**config.mk**
```make
export PLATFORM = sky130hd
export DESIGN_NAME = memory_responder
export DESIGN_NICKNAME = d
export VERILOG_FILES = /design/src/rtl/memory_responder.sv
export SDC_FILE = /design/constraint.sdc
export NUM_CORES = 2
export LEC_CHECK = 0
export CORE_MARGIN = 3
export CORE_UTILIZATION = 50
export DETAILED_ROUTE_END_ITERATION = 7
export PLACE_DENSITY_LB_ADDON = 0.3
export SYNTH_ARGS = -nofsm -noshare
export SYNTH_HDL_FRONTEND = slang
export SYNTH_SLANG_ARGS = --single-unit
```
**constraint.sdc**
```tcl
create_clock -name clk -period 4.8 [get_ports clk]
set_clock_uncertainty 0.05 [all_clocks]
set_input_delay 0.72 -clock clk [delete_from_list [all_inputs] [get_ports clk]]
set_output_delay 0.72 -clock clk [all_outputs]
set_load 0.02 [all_outputs]
```
**src/rtl/memory_responder.sv**
```systemverilog
// Memory responder: services level-held MEM_EN requests after a fixed latency
// and completes them with an active-low MFC four-phase handshake.
module memory_responder #(
  parameter int ADDR_W  = 8,
  parameter int DATA_W  = 16,
  parameter int LATENCY = 3
) (
  input  logic              clk,
  input  logic              reset,
  input  logic              MEM_EN,
  input  logic              MEM_RW,
  input  logic [ADDR_W-1:0] MEM_ADDR,
  input  logic [DATA_W-1:0] MEM_DIN,
  output logic [DATA_W-1:0] MEM_DOUT,
  output logic              MFC,
  output logic              busy,
  output logic [1:0]        state_dbg
);

  typedef enum logic [1:0] {
    IDLE     = 2'd0,
    ACCESS   = 2'd1,
    COMPLETE = 2'd2
  } state_t;

  localparam logic [3:0] CNT_INIT = 4'(LATENCY - 1);

  // Handshake: a request is MEM_EN sampled high in IDLE; it completes when MFC
  // goes low and is released by MEM_EN going low, after which MFC returns high.
  state_t            state;
  logic [3:0]        cnt;
  logic              cap_rw;
  logic [ADDR_W-1:0] cap_addr;
  logic [DATA_W-1:0] cap_din;
  logic              finish_now;

  logic [DATA_W-1:0] mem [0:(1 << ADDR_W) - 1];

  assign finish_now = (state == ACCESS) && MEM_EN && (cnt == 4'd0);

  // Array has no reset so contents survive reset; a pending write never
  // commits because reset forces state out of ACCESS immediately.
  always_ff @(posedge clk) begin
    if (finish_now && !cap_rw) begin
      mem[cap_addr] <= cap_din;
    end
  end

  always_ff @(posedge clk or posedge reset) begin
    if (reset) begin
      state    <= IDLE;
      cnt      <= 4'd0;
      cap_rw   <= 1'b0;
      cap_addr <= '0;
      cap_din  <= '0;
      MEM_DOUT <= '0;
    end else begin
      case (state)
        IDLE: begin
          if (MEM_EN) begin
            state    <= ACCESS;
            cnt      <= CNT_INIT;
            cap_rw   <= MEM_RW;
            cap_addr <= MEM_ADDR;
            cap_din  <= MEM_DIN;
          end
        end
        ACCESS: begin
          if (!MEM_EN) begin
            state <= IDLE;
            cnt   <= 4'd0;
          end else if (cnt == 4'd0) begin
            state <= COMPLETE;
            if (cap_rw) begin
              MEM_DOUT <= mem[cap_addr];
            end
          end else begin
            cnt <= cnt - 4'd1;
          end
        end
        COMPLETE: begin
          if (!MEM_EN) begin
            state <= IDLE;
          end
        end
        default: state <= IDLE;
      endcase
    end
  end

  assign MFC       = (state != COMPLETE);
  assign busy      = (state == ACCESS) || (state == COMPLETE);
  assign state_dbg = state;

endmodule

```
==> impl_table.tex <==
\begin{tabular}{lr}
\hline
Metric & Value \\
\hline
\multicolumn{2}{l}{\textbf{Outcome}} \\
\quad Run status & finished, violations left \\
\quad Violations in the final reports & max-slew violations \\
\multicolumn{2}{l}{\textbf{Placement}} \\
\quad GPL Wtd Cong & $\sim$0.93 \\
\quad Placed cell areas & between 150000 and 200000 µm² \\
\quad Post-DP HPWL & 275000 µm \\
\quad \# port buffers & 47 \\
\multicolumn{2}{l}{\textbf{Synth}} \\
\quad Dominant combinational cell family by area after synthesis & multiplexers \\
\quad Distinct cell type count of the synthesized netlist & 70 \\
\quad Sequential fraction of the synthesis area & between 70\% and 80\% \\
\quad Mapped Area & roughly 160000 µm² \\
\quad Adder and majority cell fraction of the synthesized area & 0.0315\% \\
\quad Per-instance average area after synthesis & $\sim$22 µm² \\
\quad Number of register bits inferred by synthesis & approximately 4100 \\
\quad Ys async rst share & around 1.1\% \\
\quad Multiplexer share of the synthesized area & around 15\% \\
\quad XOR/XNOR Fraction of Synth Area & less than 1\% \\
\quad Synth Area in Simple Gates & 2.03\% \\
\quad Most used flip-flop cell after synthesis & edfxtp\_1 \\
\quad Post-synthesis compound-gate area fraction & between 3 and 4\% \\
\quad Mapped Nets & $\sim$7300 \\
\quad Yosys warning count & 0 \\
\quad Synth Instances & 7308 \\
\quad Number of enable-type register cells in the synthesized netlist & about 4000 \\
\multicolumn{2}{l}{\textbf{GRT}} \\
\quad Overflow left after global routing & 0 \\
\quad Overall track demand over capacity in global routing & 27.0\% \\
\quad First-pass GRT wire length & 621000 µm \\
\quad Number of global-route vias before repair & slightly above 80000 \\
\quad Largest net degree at the start of global routing & approximately 190 \\
\quad Number of antenna violations at the first check in global routing & 20 \\
\multicolumn{2}{l}{\textbf{Setup path}} \\
\quad Cell with the largest stage delay on the worst path & dfrtp\_4 \\
\quad Sequence of cells on the critical path & buf\_12 > buf\_12 > mux4\_2 > a22o\_1 > a21oi\_1 > o221ai\_1 > a31oi\_1 > o21ai\_0 \\
\quad Launching point of the worst reg2reg path & cap\_addr[0] \\
\quad Most Frequent Cell on Critical Path & buf\_12 \\
\quad Worst setup SP type & flop \\
\quad Required time of the worst setup path & between 5000 and 6000 ps \\
\quad Max stage delay on crit path & 1040 ps \\
\quad Crit. End Element & flop \\
\quad Largest delay contributor family on the critical path & compound AO/OA/AOI/OAI gates \\
\quad Beginning of the critical path & cap\_addr[0] \\
\quad Data arrival time of the worst path & 5460 ps \\
\quad Critical-path maximum fanout & 31 \\
\quad CP bufs+invs & 2 \\
\quad Class of the most critical setup path & flop to flop \\
\multicolumn{2}{l}{\textbf{Timing}} \\
\quad Max-slew violation total from the final report & 75 \\
\quad Least-Margin Pin Slew & 1680 ps \\
\quad Share of the clock period used by the worst path & a little over nine tenths \\
\quad Number of hold violations in the final report & 0 \\
\quad Max-slew headroom & -11.9\% \\
\quad Final total negative setup slack & 0 ps \\
\quad Final setup violation count & 0 \\
\quad Unrepaired setup endpoints after global routing & no \\
\quad Peak clock frequency supported by timing & $\sim$210 MHz \\
\quad Final critical delay including setup and external delays & roughly 4700 ps \\
\multicolumn{2}{l}{\textbf{Drt}} \\
\quad Vias/cell & $\sim$6.5 \\
\quad Post-route DRC & 0 \\
\quad Iter 0 DRT Violations & between 10000 and 15000 \\
\quad Via Count & between 80000 and 90000 \\
\quad Routed length per instance & $\sim$35 µm \\
\quad Drt pass-1 iters & 8 \\
\quad Antenna-violating nets left & 0 \\
\quad Total length of routed wires & roughly 440000 µm \\
\multicolumn{2}{l}{\textbf{Power}} \\
\quad Power density cells & 627 nW/µm² \\
\quad Leakage power of the design & around 0.057 µW \\
\quad Maximum VDD drop & $\sim$0.59 mV \\
\multicolumn{2}{l}{\textbf{Job}} \\
\quad Max-cap viol count & 0 \\
\multicolumn{2}{l}{\textbf{Layout}} \\
\quad Count of fill cells added during filler insertion & approximately 22000 \\
\quad Layout cells sized above 1 & 26.5\% \\
\quad Finished Core Util & 57.4\% \\
\quad Syn-to-layout area delta & 14.0\% \\
\quad Net total in the final layout & roughly 8000 \\
\quad Final std cell area, no fill & roughly 180000 µm² \\
\multicolumn{2}{l}{\textbf{Clock network}} \\
\quad Clock latency reported for the late side of the worst-skew pair & 970 ps \\
\quad Clock Tree Root & clkbuf\_16 \\
\quad Clock tree from TritonCTS & yes \\
\quad Number of buffers created by CTS & just over 400 \\
\quad \# H-tree levels & 5 \\
\quad Maximum count of clock buffers along a single path & 4 \\
\quad CTS clock-pin slew for the worst setup and hold paths & 60 ps \\
\quad Clk sinks & roughly 4100 \\
\multicolumn{2}{l}{\textbf{Floorplanning}} \\
\quad Width of the chip & about 570 µm \\
\quad Height of the chip & 570 µm \\
\quad Count of standard-cell rows & about 210 \\
\quad Overall die area & about 320000 µm² \\
\quad Core Area & 316000 µm² \\
\quad Number of primary I/O pins & 48 \\
\quad Initial standard-cell utilization of the core & 50.3\% \\
\multicolumn{2}{l}{\textbf{Hold path}} \\
\quad Hold/Removal Path Class & primary input to asynchronous set/reset pin \\
\hline
\end{tabular}
==> registers in the layout (all words and copies together) (netlist names) <==
signal and flops:
mem 4096, cap_addr 8, state_dbg 2, MEM_DOUT 16, cnt 4, cap_din 16, cap_rw 1
==> worst paths after layout <==
check	end	slack (ps)	cells after the start
hold / removal	cap_din[12]	170	2
min in group clk	cap_din[12]	310	2
max in group asynchronous	cap_addr[3]	3460	3
setup / recovery	MEM_DOUT[11]	110	8
setup reg to reg	MEM_DOUT[11]	110	8
hold reg to reg	cnt[1]	490	1
==> cells by family after synthesis <==
family	after synthesis
buf+inv	447
fa+ha+maj	4
simple gates	710
flops	4143
compound gates	738
xor+xnor	1
mux	1265
==> synth_stat cells, drive strengths merged, types with 61 or more instances <==
cell | instances | area, µm²
edfxtp | 4096 | 123000
mux4 | 874 | 19700
nor2 | 333 | 1250
mux2i | 330 | 3300
buf | 304 | 2130
o22ai | 227 | 1420
nand2 | 182 | 683
clkbuf | 130 | 493
a22oi | 121 | 908
a21oi | 68 | 340
o21ai | 62 | 310
mux2 | 61 | 687
==> cell type report <==
| cell class | instances | area [µm²] | area share, % |
|---|---|---|---|
| tap | 4160 | 5200 | 2.87 |
| sequential | 4143 | 124000 | 68.6 |
| clock inverter | 227 | 2400 | 1.32 |
| timing repair buffer | 685 | 6220 | 3.43 |
| antenna | 21 | 52.6 | 0.0290 |
| clock buffer | 524 | 10800 | 5.95 |
| multi-input combinational | 2718 | 32200 | 17.8 |
| inverter | 13 | 51.3 | 0.0283 |
==> per-layer routing <==
metal  wire length (µm)  vias to the layer above  GRT usage, %
met5                 77                        -             0
met3              49800                      977          6.93
met4              24000                       14          12.4
met1             162000                    43266          37.0
li1                   -                    32250             -
met2             204000                     5136          41.2
==> layout by cell type, fill, tap and decap left out, types with 25 or more instances in the layout <==
cell             count
edfxtp_1          4096
clkinv_2            62
a21oi_1             68
mux4_2             874
clkbuf_16          409
mux2i_1            330
o22ai_1            227
nand2_1            173
buf_4              561
a221oi_1            43
buf_12              77
a31oi_1             27
a211oi_1            29
a22oi_1            121
mux2_2              61
clkbuf_1           103
a22o_1              25
clkdlybuf4s50_1     47
nor4_1              42
clkinv_1            88
dfrtp_1             25
o21ai_0             61
bufinv_16           32
nor2_1             322
==> what timing repair did <==
action,CTS,global route
resized for setup,0,1
hold endpoints to repair,0,0
buffers inserted,0,0
hold buffers,0,0
setup endpoints to repair,0,1
==> report_power, final <==
group / internal, µW / switching [µW]
sequential: 45600 / 2310
clock: 17700 / 13700
combinational: 12200 / 22000
==> metrics by stage <==
stage	hold slack [ps]	total power, µW	worst slack [ps]	std cells
floorplan	415	68000	768	7308
global placement	461	81900	36.2	11719
detailed placement	463	82500	183	11719
CTS	131	114000	153	12470
global route	200	117000	111	12472
finish	168	114000	109	12491
No activity file was read; power rests on OpenSTA's default activity.
